## config.mk

```make
export PLATFORM = sky130hd
export DESIGN_NAME = timer_countdown
export DESIGN_NICKNAME = d
export VERILOG_FILES = /design/src/rtl/timer_countdown.sv
export SDC_FILE = /design/constraint.sdc
export NUM_CORES = 1
export LEC_CHECK = 0
export ABC_AREA = 1
export CAP_MARGIN = 20
export CELL_PAD_IN_SITES_DETAIL_PLACEMENT = 1
export CELL_PAD_IN_SITES_GLOBAL_PLACEMENT = 1
export CORE_ASPECT_RATIO = 0.9
export CORE_MARGIN = 2
export CORE_UTILIZATION = 35
export CTS_CLUSTER_SIZE = 20
export DETAILED_ROUTE_END_ITERATION = 12
export PLACE_DENSITY_LB_ADDON = 0.05
export SLEW_MARGIN = 10
export SYNTH_ARGS = -nofsm -noshare
export SYNTH_HDL_FRONTEND = slang
export SYNTH_SLANG_ARGS = --single-unit
```

## constraint.sdc

```tcl
create_clock -name clk -period 2.2 [get_ports clk]
set_input_delay 0.55 -clock clk [delete_from_list [all_inputs] [get_ports clk]]
set_output_delay 0.55 -clock clk [all_outputs]
set_load 0.05 [all_outputs]
```

## src/rtl/timer_countdown.sv

```systemverilog
// Countdown timer over h/m/s display fields. It decrements once per enabled tick,
// stops at 00:00:00, pulses done once, and holds expired until the next load.
module timer_countdown (
    input  logic       clk,
    input  logic       rst,
    input  logic       tick,
    input  logic       load,
    input  logic       start,
    input  logic       pause,
    input  logic [5:0] set_h,
    input  logic [5:0] set_m,
    input  logic [5:0] set_s,
    output logic [5:0] hour,
    output logic [5:0] min,
    output logic [5:0] sec,
    output logic       running,
    output logic       expired,
    output logic       done
);

    typedef enum logic [1:0] {IDLE, RUN, PAUSE, DONE} state_t;

    state_t     state;
    logic [5:0] ld_h, ld_m, ld_s;
    logic [5:0] nx_h, nx_m, nx_s;
    logic       nx_zero, cnt_zero;

    // Clamp the presets so an out-of-range value can never enter the count.
    always_comb begin
        ld_h = (set_h > 6'd23) ? 6'd23 : set_h;
        ld_m = (set_m > 6'd59) ? 6'd59 : set_m;
        ld_s = (set_s > 6'd59) ? 6'd59 : set_s;
    end

    // One decrement step, borrowing from seconds to minutes to hours.
    always_comb begin
        nx_h = hour;
        nx_m = min;
        nx_s = sec;
        if (sec != 6'd0) begin
            nx_s = sec - 6'd1;
        end else if (min != 6'd0) begin
            nx_m = min - 6'd1;
            nx_s = 6'd59;
        end else if (hour != 6'd0) begin
            nx_h = hour - 6'd1;
            nx_m = 6'd59;
            nx_s = 6'd59;
        end
    end

    assign nx_zero  = (nx_h == 6'd0) && (nx_m == 6'd0) && (nx_s == 6'd0);
    assign cnt_zero = (hour == 6'd0) && (min == 6'd0) && (sec == 6'd0);

    always_ff @(posedge clk or posedge rst) begin
        if (rst) begin
            state   <= IDLE;
            hour    <= 6'd0;
            min     <= 6'd0;
            sec     <= 6'd0;
            running <= 1'b0;
            expired <= 1'b0;
            done    <= 1'b0;
        end else begin
            done <= 1'b0;
            if (load) begin
                state   <= IDLE;
                hour    <= ld_h;
                min     <= ld_m;
                sec     <= ld_s;
                running <= 1'b0;
                expired <= 1'b0;
            end else begin
                case (state)
                    IDLE: begin
                        if (!pause && start && !cnt_zero) begin
                            state   <= RUN;
                            running <= 1'b1;
                        end
                    end
                    RUN: begin
                        if (pause) begin
                            state   <= PAUSE;
                            running <= 1'b0;
                        end else if (tick) begin
                            hour <= nx_h;
                            min  <= nx_m;
                            sec  <= nx_s;
                            if (nx_zero) begin
                                state   <= DONE;
                                running <= 1'b0;
                                expired <= 1'b1;
                                done    <= 1'b1;
                            end
                        end
                    end
                    PAUSE: begin
                        if (!pause && start) begin
                            state   <= RUN;
                            running <= 1'b1;
                        end
                    end
                    default: ; // DONE: only load or rst leaves
                endcase
            end
        end
    end

endmodule

```

=== Yosys cells after proc, flatten, opt, wreduce, memory -nomap -nowiden ===
Cells that the tools add are included.

* Input bits: 24
* Output and inout port bits: 21
* Word-level logic and storage cells: 93
* Register bits: 23

* $lt $le $gt $ge: 3
* $add $sub $neg: 3
* Eq/ne operators: 7
* Mux-type cells: 48
* Reduce and logical (&&, ||, !) cells: 25

{| class="wikitable"
|+ Operator list
! cell !! count
|-
| 6-bit two-way mux || 24
|-
| 6-bit zero test || 6
|-
| 6-bit nonzero test || 3
|-
| 6-bit by 1-bit subtractor with 6-bit output, second input constant || 3
|-
| 1-bit two-way mux || 16
|-
| 6-bit greater-than comparator, second input constant || 2
|-
| 2-bit two-way mux || 6
|-
| 4-bit inequality test, second input constant || 2
|-
| 6-bit by 5-bit greater-than comparator with 1-bit output, second input constant || 1
|-
| 1-bit logical AND || 6
|-
| 3-bit inequality test, second input constant || 2
|-
| 2-bit case mux with 3 select lines || 1
|-
| 2-bit nonzero test || 3
|-
| 5-bit AND reduction || 1
|-
| 4-bit AND reduction || 1
|-
| 4-bit nonzero test || 1
|-
| 1-bit case mux with 3 select lines || 1
|-
| 3-bit AND reduction || 1
|-
| 2-bit by 1-bit == test with 1-bit output, second input constant || 1
|-
| 2-bit == test, second input constant || 1
|-
| 1-bit zero test || 2
|-
| 2-bit zero test || 1
|-
| 2-bit inequality test, second input constant || 1
|}

=== Longest topological paths before layout ===
* Depth in word-level cells: 12
* Depth in mapped cells: 17
* Mapped depth without buffers: 17

=== Worst setup path after synthesis ===
OpenSTA, ideal clock, no wires.

* Path kind: register -> register
* Start point: register sec[0]
* End point: register running
* Path slack: -0.009 ns
* Period minus slack after synthesis: 2.209 ns
* Setup time: 0.118 ns
* Cell stages (with the launch flop): 14
* Buffers on the path: 1
* Data arrival time: 2.091 ns
* Required time: 2.082 ns
* Cell sequence: dfrtp_1 inv_1 ha_1 nand2_2 nor2_8 buf_6 nand2_1 nand3_1 nor2_2 nand2_1 nor2_2 nand3_2 nand3_1 nand2_1

* Word-level cells in the longest chain between the ends: 7
* Elaborated cells between the ends (all ways): 19
* Classes of those cells: 1 x add/sub; 2 x eq/ne; 5 x mux; 11 x reduce/logical

{| class="wikitable"
|+ RTL lines
! element !! line !! text
|-
| start: declaration || 15 || <nowiki>output logic [5:0] sec,</nowiki>
|-
| start signal: assignment || 70 || <nowiki>sec <= ld_s;</nowiki>
|-
| start signal: assignment || 88 || <nowiki>sec <= nx_s;</nowiki>
|-
| branches (longest 6 deep; another with 6-bit by 1-bit subtractor with 6-bit output) || n/a ||
|-
| 5-bit AND reduction (no line) * || n/a ||
|-
| end signal: assignment || 61 || <nowiki>running <= 1'b0;</nowiki>
|-
| end signal: assignment || 71 || <nowiki>running <= 1'b0;</nowiki>
|-
| end signal: assignment || 78 || <nowiki>running <= 1'b1;</nowiki>
|-
| end: declaration || 16 || <nowiki>output logic running,</nowiki>
|}

Mark *: on every way between the ends.
A chain may end at the register's enable or synchronous reset.

=== Worst setup path after layout ===
* Start point: register sec[2]
* End point: output port sec[2]

No word-level cell between the ends.

==> metrics.md <==
| Metric | Value |
|---|---|
| Status | completed |
| Setup CP Type | reg -> out |
| Maximum capacitance violations | 0 |
| Final setup fails | 0 |
| Root Driver | clkbuf_8 |
| Tcrit/Tclk final | 0.974 |
| Final slew viol count | 0 |
| Tmin final | approximately 2.1 ns |
| GP Congestion | between 0.8 and 0.9 |
| DIE WIDTH | approximately 80 µm |
| Setup Skew | between 0.005 and 0.006 ns |
| H-tree depth | 1 |
| CTS Sinks | 23 |
| Ranking of synthesized cells by area | dfrtp_1 31%, nand2_1 14%, nand3_1 8.2%, inv_1 7.2%, nor2_1 4.1% |
| Syn Inst Count | 265 |
| Clock-pin slew on the worst setup and hold paths | 0.10 ns |
| CP Capture Type | primary output |
| Internal | about 0.0011 W |
| Gate power share | 0.568 |
| GR Overflow Total | 0 |
| Remaining DRCs | 0 |
| First-pass GRT wire length | slightly above 10,000 µm |
| Worst Path Arrival | between 1.5 and 2 ns |
| Final wirelength | approximately 6700 µm |
| Power consumption | about 0.0021 W |
| Die area | slightly below 6000 µm² |
| Worst setup SP type | flop |
| GRT Total Usage | 0.224 |
| Distinct cell type count of the synthesized netlist | 29 |
| Cts bufs inserted | 3 |
| Final Worst Setup Slack | about 0.056 ns |
| Initial antenna violation count | 0 |
| Max Freq | 0.467 GHz |
| Dpl cells | slightly below 400 |
| Cell breakdown of the critical path | clkdlybuf4s50_1 |
| RSZ-0062 raised after global routing | yes |
| Clock latency on the worst-skew pair | between 0.2 and 0.3 ns |
| Vias in the first global route | 2,056 |
| Tightest Pin Transition | around 0.54 ns |
| Worst path top cell family by delay | buffers and inverters |
| Ant diodes | 0 |
| Wire length per cell | between 15 and 20 µm |
| Total core area | around 5000 µm² |
| Hold buffers post-CTS | 0 |
| LEAKAGE | between 1 and 1.5 nW |
| PortBufs | 44 |
| Final hold violations | 0 |
| Switching part of the total | 0.479 |
| Worst Setup Slack post-DPL | -0.00830 ns |
| Synthesis-to-finish area growth | 49.2% |
| Synth top area share | 0.314 |
| DR WL met2 | 3190 µm |
| Wire length on met1 | between 3000 and 4000 µm |
| Required time worst endpoint | approximately 1.7 ns |
| Switch Pwr | between 0.0009 and 0.001 W |
| Top Metal Used | met4 |
| Proportion of layout cells with a drive suffix above 1 | 0.251 |
| Syn Std Cell Area | 1830 µm² |
| Worst-path maximum fanout | 5 |
| Maximum vdd drop | around 0.33 mV |
| #FFs+latches synth | 23 |
| Register area share after synthesis | 0.314 |
| Post-Syn Area per Cell | between 6 and 7 µm² |
| Net count after synthesis | 293 |
| WHS | about 0.50 ns |
| CP peak stage delay | about 0.84 ns |
| Power density over the cells | around 750 nW/µm² |
| Final nets | around 370 |
| Ports | 45 |
| Top cell type by total area after synthesis | dfrtp_1 |
| Rel. slew slack | 0.643 |
| Die extent in y | around 73 µm |
| CTS tree | yes |
| Number of routed nets with antenna violations | 0 |
| Sequential share of power | 0.287 |
| Vias per cell | approximately 5.2 |
| DR pass1 iterations | 4 |
| Synth warn | 0 |
| Clock Power Share | 0.145 |
| CTS Buffer Depth | 2 |
| Finished Layout Cells | about 410 |
| Iteration-0 DRC Markers | 90 |
| Vias | roughly 2,100 |
| Rows | 24 |
| Worst path buffer plus inverter count | 1 |
| Slowest-stage cell, CP | clkdlybuf4s50_1 |
| Setup total negative slack | 0 ns |
| DP HPWL | between 4000 and 5000 µm |
| Met3 WL | roughly 370 µm |
| Largest net degree at the start of global routing | 24 |
| Hold crit path type | reg -> reg |
| Initial Utilization | 0.369 |
## flip-flops by register name, summed over array words and instances (netlist names)
signal,cells
done,1
expired,1
hour,6
min,6
running,1
sec,6
state,2
## power groups by stage
stage	Combinational [W]	Clock, W	Sequential, W
floorplan	0.000472	0	0.000787
finish	0.00117	0.000297	0.000588
detailed placement	0.00106	0	0.000594
CTS	0.00107	0.000302	0.000585
global placement	0.00104	0	0.000591
global route	0.00126	0.000313	0.000600
## timing repair
| item | CTS | global route |
|---|---|---|
| gates resized for setup | 1 | 30 |
| endpoints found under the setup margin | 3 | 7 |
| setup buffers | 0 | 11 |
| pin swaps | 1 | 10 |
## worst min-delay path: stages (launching register included)
cell and delay (ns):
dfrtp_1 0.36, nand2_1 0.06, nand2_1 0.05
## metrics by stage
step,instance area [µm²],util
final,2730,0.551
after detailed placement,2490,0.503
after CTS,2540,0.512
after global placement,2490,0.503
after global routing,2730,0.551
after floorplan,1830,-
## synthesized netlist by cell type, drive strengths merged
cell type / count
nand4: 5
inv: 37
nor3: 5
dfrtp: 23
xor2: 2
o21ai: 13
ha: 4
o221ai: 8
clkinv: 1
a221o: 2
and3: 1
nand3: 36
xnor2: 1
buf: 1
clkbuf: 4
a21oi: 4
nand2: 78
o22ai: 2
o21bai: 1
nand3b: 1
nor2: 30
o211ai: 6
## logic make-up after synthesis
kind of cell / Yosys count / synth area share
AOI/OAI and AO/OA: 36 / 0.131
and+or+nand+nor: 156 / 0.415
xor gates and xnor gates: 3 / 0.0144
DFF: 23 / 0.314
adders and majority gates: 4 / 0.0273
buffers and inverters: 43 / 0.0977
## placed cells by master (no fill, tap or decap), types with 2 or more instances in the layout
cell,n
nand2_1,68
clkdlybuf4s50_1,38
buf_4,36
inv_1,30
nand3_1,27
dfrtp_1,22
nor2_1,15
o21ai_0,13
nand2_2,10
nor2_2,10
o221ai_1,8
nand3_2,6
inv_2,6
o211ai_1,6
nand4_1,5
nor3_1,5
nor2_4,4
a21oi_1,4
nand3_4,3
clkbuf_8,3
dlymetal6s2s_1,3
o22ai_1,2
xor2_1,2
a221o_1,2
ha_4,2
## routing by layer
layer	vias to the layer above	GRT usage
met5	-	0
met4	0	0.0395
met3	6	0.0371
met2	69	0.361
met1	1015	0.321
li1	1041	-
## worst paths after layout
check / startpoint / end / slack (ns) / cells after the start
worst max register to register: min[1] / state[1] / 0.09 / 16
worst min register to register: expired / expired / 0.50 / 2
max in group asynchronous: rst / sec[0] / 1.30 / 3
min in group asynchronous: rst / sec[0] / 0.63 / 3
worst max-delay path: sec[2] / sec[2] / 0.06 / 1
worst min-delay path: expired / expired / 0.50 / 2
## area by class of cell
type | instances | area (µm²)
fill | 640 | 2220
multi-input combinational | 199 | 1160
timing repair buffer | 79 | 719
sequential | 23 | 577
inverter | 38 | 145
tap | 65 | 81.3
clock buffer | 4 | 45.0
Power figures use the tool's default switching activity.
